==> config.mk <==
export PLATFORM = sky130hd
export DESIGN_NAME = instr_fetch_unit
export DESIGN_NICKNAME = d
export VERILOG_FILES = /design/src/rtl/instr_fetch_unit_pkg.sv /design/src/rtl/instr_fetch_unit.sv
export SDC_FILE = /design/constraint.sdc
export NUM_CORES = 1
export LEC_CHECK = 0
export CORE_ASPECT_RATIO = 0.5
export CORE_MARGIN = 4
export CORE_UTILIZATION = 25
export CTS_BUF_LIST = sky130_fd_sc_hd__clkbuf_8 sky130_fd_sc_hd__clkbuf_16
export CTS_CLUSTER_SIZE = 40
export DETAILED_ROUTE_END_ITERATION = 8
export PLACE_DENSITY = 0.45
export SLEW_MARGIN = 20
export SYNTH_ARGS = -nofsm -noshare
export SYNTH_HDL_FRONTEND = slang
export SYNTH_SLANG_ARGS = --single-unit
==> constraint.sdc <==
create_clock -name clock -period 3.2 [get_ports clock]
set_input_delay 0.96 -clock clock [delete_from_list [all_inputs] [get_ports clock]]
set_output_delay 0.96 -clock clock [all_outputs]
set_load 0.05 [all_outputs]
==> src/rtl/instr_fetch_unit_pkg.sv <==
// instr_fetch_unit_pkg: opcodes, memory control codes, FSM states and decode helper for instruction fetch
package instr_fetch_unit_pkg;
    localparam logic [3:0] OP_END  = 4'd1;
    localparam logic [3:0] OP_LOAD = 4'd4;
    localparam logic [3:0] OP_JMPZ = 4'd15;
    localparam logic [1:0] MEM_IDLE = 2'd0;
    localparam logic [1:0] MEM_READ = 2'd1;
    typedef enum logic [2:0] {IDLE, REQ_OP, WAIT_OP, REQ_IMM, WAIT_IMM, PRESENT, HALT} state_t;
    function automatic logic needs_imm(input logic [3:0] op);
        return op == OP_LOAD || op == OP_JMPZ;
    endfunction
endpackage

==> src/rtl/instr_fetch_unit.sv <==
// instr_fetch_unit: per-core fetch FSM that reads opcode and optional immediate words and presents complete instructions
module instr_fetch_unit
    import instr_fetch_unit_pkg::*;
#(
    parameter int ADDR_W = 16,
    parameter int DATA_W = 16,
    parameter logic [ADDR_W-1:0] RESET_PC = '0
) (
    input  logic              clock,
    input  logic              reset,
    input  logic              run,
    output logic [1:0]        mem_control,
    output logic [ADDR_W-1:0] mem_addr,
    input  logic [DATA_W-1:0] mem_data,
    output logic              instr_valid,
    input  logic              instr_ready,
    output logic [DATA_W-1:0] instr_word,
    output logic [DATA_W-1:0] instr_imm,
    output logic [ADDR_W-1:0] instr_pc,
    input  logic              redirect_valid,
    input  logic [ADDR_W-1:0] redirect_pc,
    output logic              halted
);
    state_t state, nxt;
    logic [ADDR_W-1:0] pc, pc_nxt;
    logic redirect;
    logic req_nxt;

    assign redirect = redirect_valid && state != IDLE && state != HALT;
    assign req_nxt = nxt == REQ_OP || nxt == REQ_IMM;

    // next state and PC; a redirect overrides every other transition and drops any partial bundle
    always_comb begin
        nxt = state;
        pc_nxt = pc;
        if (redirect) begin
            nxt = REQ_OP;
            pc_nxt = redirect_pc;
        end else begin
            case (state)
                IDLE:     nxt = run ? REQ_OP : IDLE;
                REQ_OP:   nxt = WAIT_OP;
                WAIT_OP: begin
                    pc_nxt = pc + ADDR_W'(1);
                    nxt = needs_imm(mem_data[13:10]) ? REQ_IMM : PRESENT;
                end
                REQ_IMM:  nxt = WAIT_IMM;
                WAIT_IMM: begin
                    pc_nxt = pc + ADDR_W'(1);
                    nxt = PRESENT;
                end
                PRESENT:  nxt = instr_ready ? (instr_word[13:10] == OP_END ? HALT : REQ_OP) : PRESENT;
                default:  nxt = state;
            endcase
        end
    end

    // state, PC, Moore outputs registered from the next state, and bundle capture from memory
    always_ff @(posedge clock or posedge reset) begin
        if (reset) begin
            state       <= IDLE;
            pc          <= RESET_PC;
            mem_control <= MEM_IDLE;
            mem_addr    <= '0;
            instr_valid <= 1'b0;
            instr_word  <= '0;
            instr_imm   <= '0;
            instr_pc    <= '0;
            halted      <= 1'b0;
        end else begin
            state       <= nxt;
            pc          <= pc_nxt;
            mem_control <= req_nxt ? MEM_READ : MEM_IDLE;
            instr_valid <= nxt == PRESENT;
            halted      <= nxt == HALT;
            if (req_nxt) mem_addr <= pc_nxt;
            if (!redirect && state == WAIT_OP) begin
                instr_word <= mem_data;
                instr_pc   <= pc;
                instr_imm  <= '0;
            end
            if (!redirect && state == WAIT_IMM) instr_imm <= mem_data;
        end
    end
endmodule

Word level (Yosys, flattened, before mapping)
Cells that the tools add are included.
- flip-flop bits (word level): 86
- bits in latches: 0
- memory bits (writable): 0
- bits in read-only memories: 0
- bits of input ports: 37
- output and inout bits: 68
- logic and storage cells: 45
- memories kept: 0
- add/sub/neg operators: 1
- multiply operators: 0
- divide/modulo/power cells: 0
- order comparisons: 0
- equal/unequal tests: 13
- shifts and indexed selects: 0
- mux-type cells: 11
- bitwise operators: 0
- reductions and logical operators: 11
- operators by type and width (operator ; number):
    $mux 16 ; 4
    $pmux 3 s6 ; 1
    $add 16x1->16 const B ; 1
    $eq 3x3->1 const B ; 4
    $mux 3 ; 4
    $eq 3x2->1 const B ; 3
    $eq 3x1->1 const B ; 2
    $eq 4x1->1 const B ; 1
    $eq 4x3->1 const B ; 1
    $eq 4x4->1 const B ; 1
    $logic_and 1x1->1 ; 4
    $logic_not 3->1 ; 1
    $ne 3x3->1 const B ; 1
    $reduce_bool 3->1 ; 1
    $logic_or 1x1->1 ; 2
    $mux 1 ; 2
    $reduce_bool 2->1 ; 1
    $reduce_or 2->1 ; 1
    $logic_not 1->1 ; 1

Logic depth before layout (Yosys ltp)
Gate-level depths: netlist (run 1).
- word-level depth: 8
- gate-level depth with buffers: 7
- mapped depth without buffers: 6

Worst setup path before layout (run 1)
OpenSTA, ideal clock, no wires.
- path type: input -> register
- start: input port mem_data[13]
- end: register mem_addr[0]
- library setup time: 125 ps
- arrival time: 2462 ps
- required time: 3075 ps
- slack: 613 ps
- stages: 6
- buffers on the path: 1
- cell sequence: or3_1 a21oi_2 nor3_2 a211oi_4 buf_12 mux2_4
- longest elaborated chain between the ends: 7
- elaborated cells between the ends (all ways): 9
- those cells by class: eq/ne: 4; mux: 3; reduce/logical: 2
- RTL lines (item ; RTL line ; text):
    start: declaration ; instr_fetch_unit.sv:14 ; input logic [DATA_W-1:0] mem_data,
    $eq 4x3->1 or $eq 4x4->1 (tied branches) ; instr_fetch_unit_pkg.sv:10 ; return op == OP_LOAD || op == OP_JMPZ;
    $logic_or 1x1->1 * ; instr_fetch_unit_pkg.sv:10 ;
    $mux 3 * ; instr_fetch_unit.sv:45 ; nxt = needs_imm(mem_data[13:10]) ? REQ_IMM : PRESENT;
    $pmux 3 s6 * ; instr_fetch_unit.sv:40 ; case (state)
    $mux 3 * ; instr_fetch_unit.sv:36 ; if (redirect) begin
    $eq 3x1->1 or $eq 3x2->1 (tied branches) ; instr_fetch_unit.sv:30 ; assign req_nxt = nxt == REQ_OP || nxt == REQ_IMM;
    $logic_or 1x1->1 * ; instr_fetch_unit.sv:30 ;
    named net req_nxt ; instr_fetch_unit.sv:27 ; logic req_nxt;
    end signal: assignment ; instr_fetch_unit.sv:76 ; if (req_nxt) mem_addr <= pc_nxt;
    end: declaration ; instr_fetch_unit.sv:13 ; output logic [ADDR_W-1:0] mem_addr,
The timed path passes the listed nets; every way through them passes the cells marked *.
A chain may end at the register's enable or synchronous reset.

Worst setup path after layout (run 1)
- start: input port mem_data[13]
- end: register mem_addr[8]
- longest elaborated chain between the ends: 7
- elaborated cells between the ends (all ways): 9
- those cells by class: eq/ne: 4; mux: 3; reduce/logical: 2
- RTL lines (item ; RTL line):
    $eq 4x3->1 or $eq 4x4->1 (tied branches) ; instr_fetch_unit_pkg.sv:10
    $logic_or 1x1->1 * ; instr_fetch_unit_pkg.sv:10
    $mux 3 * ; instr_fetch_unit.sv:45
    $pmux 3 s6 * ; instr_fetch_unit.sv:40
    $mux 3 * ; instr_fetch_unit.sv:36
    $eq 3x1->1 or $eq 3x2->1 (tied branches) ; instr_fetch_unit.sv:30
    $logic_or 1x1->1 * ; instr_fetch_unit.sv:30
Mark *: on every way between the ends. The rest lies on a longest branch, timed or not.

==> flow_metrics.tcl, run 1 <==
set metrics [dict create \
    row_count 31 \
    start_util_pct 25.63 \
    gp_congestion 0.7595 \
    synth_area_sq_um 3719 \
    cap_viol_max_count 0 \
    skew_ps 10.70 \
    ioPinCount 105 \
    leakagePower_nw 2.128 \
    core_area_sq_um 14510 \
    vias 2601 \
    grt_pass1_wl_um 15520 \
    endpoint_kind "flip-flop" \
    clkTransAtPathRegs_ps 70 \
    place_hpwl_um 6991 \
    setup_viol 0 \
    stdcell_area_sq_um 5301 \
    cp-start-kind "input port" \
    cts_tree "yes" \
    cts_resized 0 \
    placedInstanceArea_sq_um 5014 \
    syn_area_per_cell_sq_um 13.38 \
    die_w_um 180.5 \
    layout_common_cells "clkdlybuf4s50_1, dfrtp_1, mux2_2" \
    yosys-top-cells-area "dfrtp_1, mux2_2, a22o_1" \
    drive_gt1_share_pct 21.23 \
    final_util_pct 36.54 \
    syn_inst 278 \
    synth_ff_type "dfrtp_1" \
    vias_per_cell 4.416 \
    portBuffers 103 \
    cts.sinks 86 \
    syn_nets 316 \
    required_ps 3420 \
    grt-ovfl-total 0 \
    cts_setup_buffers 0 \
    antenna_found_initial 0 \
    clock_latency_ps 340 \
    seq_area_frac_synth_pct 57.87 \
    fin_crit_sh_pct 85.57 \
    clock_path_buffers 2 \
    htreeDepth 3 \
    synth_compound_area_share_pct 9.287 \
    path_class "in -> reg" \
    syn2layout_area_growth_pct 42.56 \
    grt_pass1_vias 2813 \
    grt_usage_pct 11.48 \
    p_total_mw 6.556 \
    fin_nets 424 \
    fin_crit_ps 2738 \
    tightest_slew_ps 758.4 \
    ant_nets 0 \
    arrival_ps 2960 \
    yosysTopAreaCell "dfrtp_1" \
    worstPathMaxFanout 17 \
    grt_max_degree 87 \
    final_common_cell "clkdlybuf4s50_1" \
    max_freq_ghz 0.3652 \
    synth-simple-area-share_pct 10.83 \
    ys_types 47 \
    slew_viol_final 0 \
    drt-initial-drc-count 151 \
    routedWlPerCell_um 16.58 \
    dieArea_sq_um 17010 \
    regArea_sq_um 2152 \
    drcViolationCount 0 \
    rsz0062_at_grt "false" \
    fillers 1430 \
    postRouteWirelength_um 9763 \
    ys_warn_count 0 \
    ir_drop_mv 0.4748 \
    cts_buffers 9 \
    multi_input_area_sq_um 1485 \
    synth_fa_ha_area_share_pct 0.3365 \
    dp_slack_ps 120.1 \
    antennaDiodeCount 0 \
    fin_setup_tns_ps 0 \
    status "complete, no violations" \
    holdBufCountCts 0 \
    synth_top_family_by_area "multiplexers" \
    synth_edf_count 0 \
    min_path_type "reg -> reg" \
    synth_xor_area_share_pct 3.297 \
    clockRootBuffer "clkbuf_16" \
    die_h_um 94.24 \
    power_density_nw_per_um2 1237 \
    fin_ws_ps 461.7 \
    hold_viol 0 \
    synthMuxAreaShare_pct 15.71 \
    ys_seq_elements 86 \
    synth_top_area_share_pct 57.87 \
    synthArstFlopShare_pct 100.0 \
    dr.pass1.iters 4 \
    max_slew_margin_pct 49.08 \
]
## sequential cells by signal, summed over array words and instances (netlist names)
register,cells
instr_imm,16
instr_word,16
state,3
instr_valid,1
mem_control,1
mem_addr,16
halted,1
pc,16
instr_pc,16
## through the flow
| stage | hold WS (ps) | std cells |
|---|---|---|
| 2_1_floorplan | 480.5 | 278 |
| 3_3_place_gp | 476.7 | 573 |
| 3_5_place_dp | 482.6 | 573 |
| 4_1_cts | 499.0 | 589 |
| 5_1_grt | 510.3 | 589 |
| 6_report | 491.9 | 589 |
## power breakdown
part,switching [mW],internal (mW)
Combinational,2.14,1.41
Clock,0.474,0.546
Sequential,0.401,1.58
## final cells by class
class / instances / share of cell area [%]
clock inverters: 7 / 1.180
clock buffers: 9 / 4.248
inverters: 3 / 0.2360
multi-input cells: 175 / 28.02
well taps: 198 / 4.673
flip-flops and latches: 86 / 40.59
repair buffers: 111 / 21.05
## cell families (layout without fill, tap and decap cells)
kind of cell,count (synthesis),in the layout
AND/OR/NAND/NOR,65,65
flip-flops,86,86
buffers and inverters,17,130
XOR/XNOR,14,14
other,1,1
multiplexers,49,49
adder cells (fa/ha/maj),1,1
AO/OA/AOI/OAI,45,45
## routing by layer
| layer | global-route usage [%] | part of all wire (%) | up-vias |
|---|---|---|---|
| met5 | 0 | 0 | - |
| met4 | 2.830 | 0.72 | 0 |
| met3 | 3.828 | 4.7 | 5 |
| met2 | 18.60 | 47 | 56 |
| met1 | 14.93 | 47 | 1319 |
| li1 | - | - | 1221 |
## worst paths after layout
check | slack, ps | cells after the start | end | from
worst max register to register | 950 | 6 | mem_addr[10]$_DFFE_PP0P_ | instr_word[11]$_DFFE_PP0P_
min in group asynchronous | 1040 | 3 | instr_pc[5]$_DFFE_PP0P_ | reset
worst max-delay path | 460 | 7 | mem_addr[8]$_DFFE_PP0P_ | mem_data[13]
max in group asynchronous | 1790 | 3 | instr_pc[13]$_DFFE_PP0P_ | reset
worst min-delay path | 490 | 1 | mem_addr[9]$_DFFE_PP0P_ | mem_addr[9]$_DFFE_PP0P_
worst min register to register | 490 | 1 | mem_addr[9]$_DFFE_PP0P_ | mem_addr[9]$_DFFE_PP0P_
## synth_stat cells, types with 4 or more instances
cell,number
mux2_1,4
o21ai_1,5
nand2_1,17
nor4_2,4
mux2_4,9
a22o_1,16
nand2b_1,4
buf_2,6
xnor2_1,13
o21ai_0,8
mux2_2,35
nor2_1,7
dfrtp_1,86
nor3_1,4
and3_1,4
clkbuf_1,5
## worst max-delay path, stage by stage
cell and delay (ps):
clkdlybuf4s50_1 470, or3_1 410, a21oi_2 190, nor3_2 80, a211oi_4 270, buf_12 220, mux2_2 350
Power figures use the tool's default switching activity.
==> run 2, diff against run 1 <==
- CTS_CLUSTER_DIAMETER: default -> 200
==> results of run 2 <==
Same layout as run 1: the final DEF is identical, and so are final timing and power.
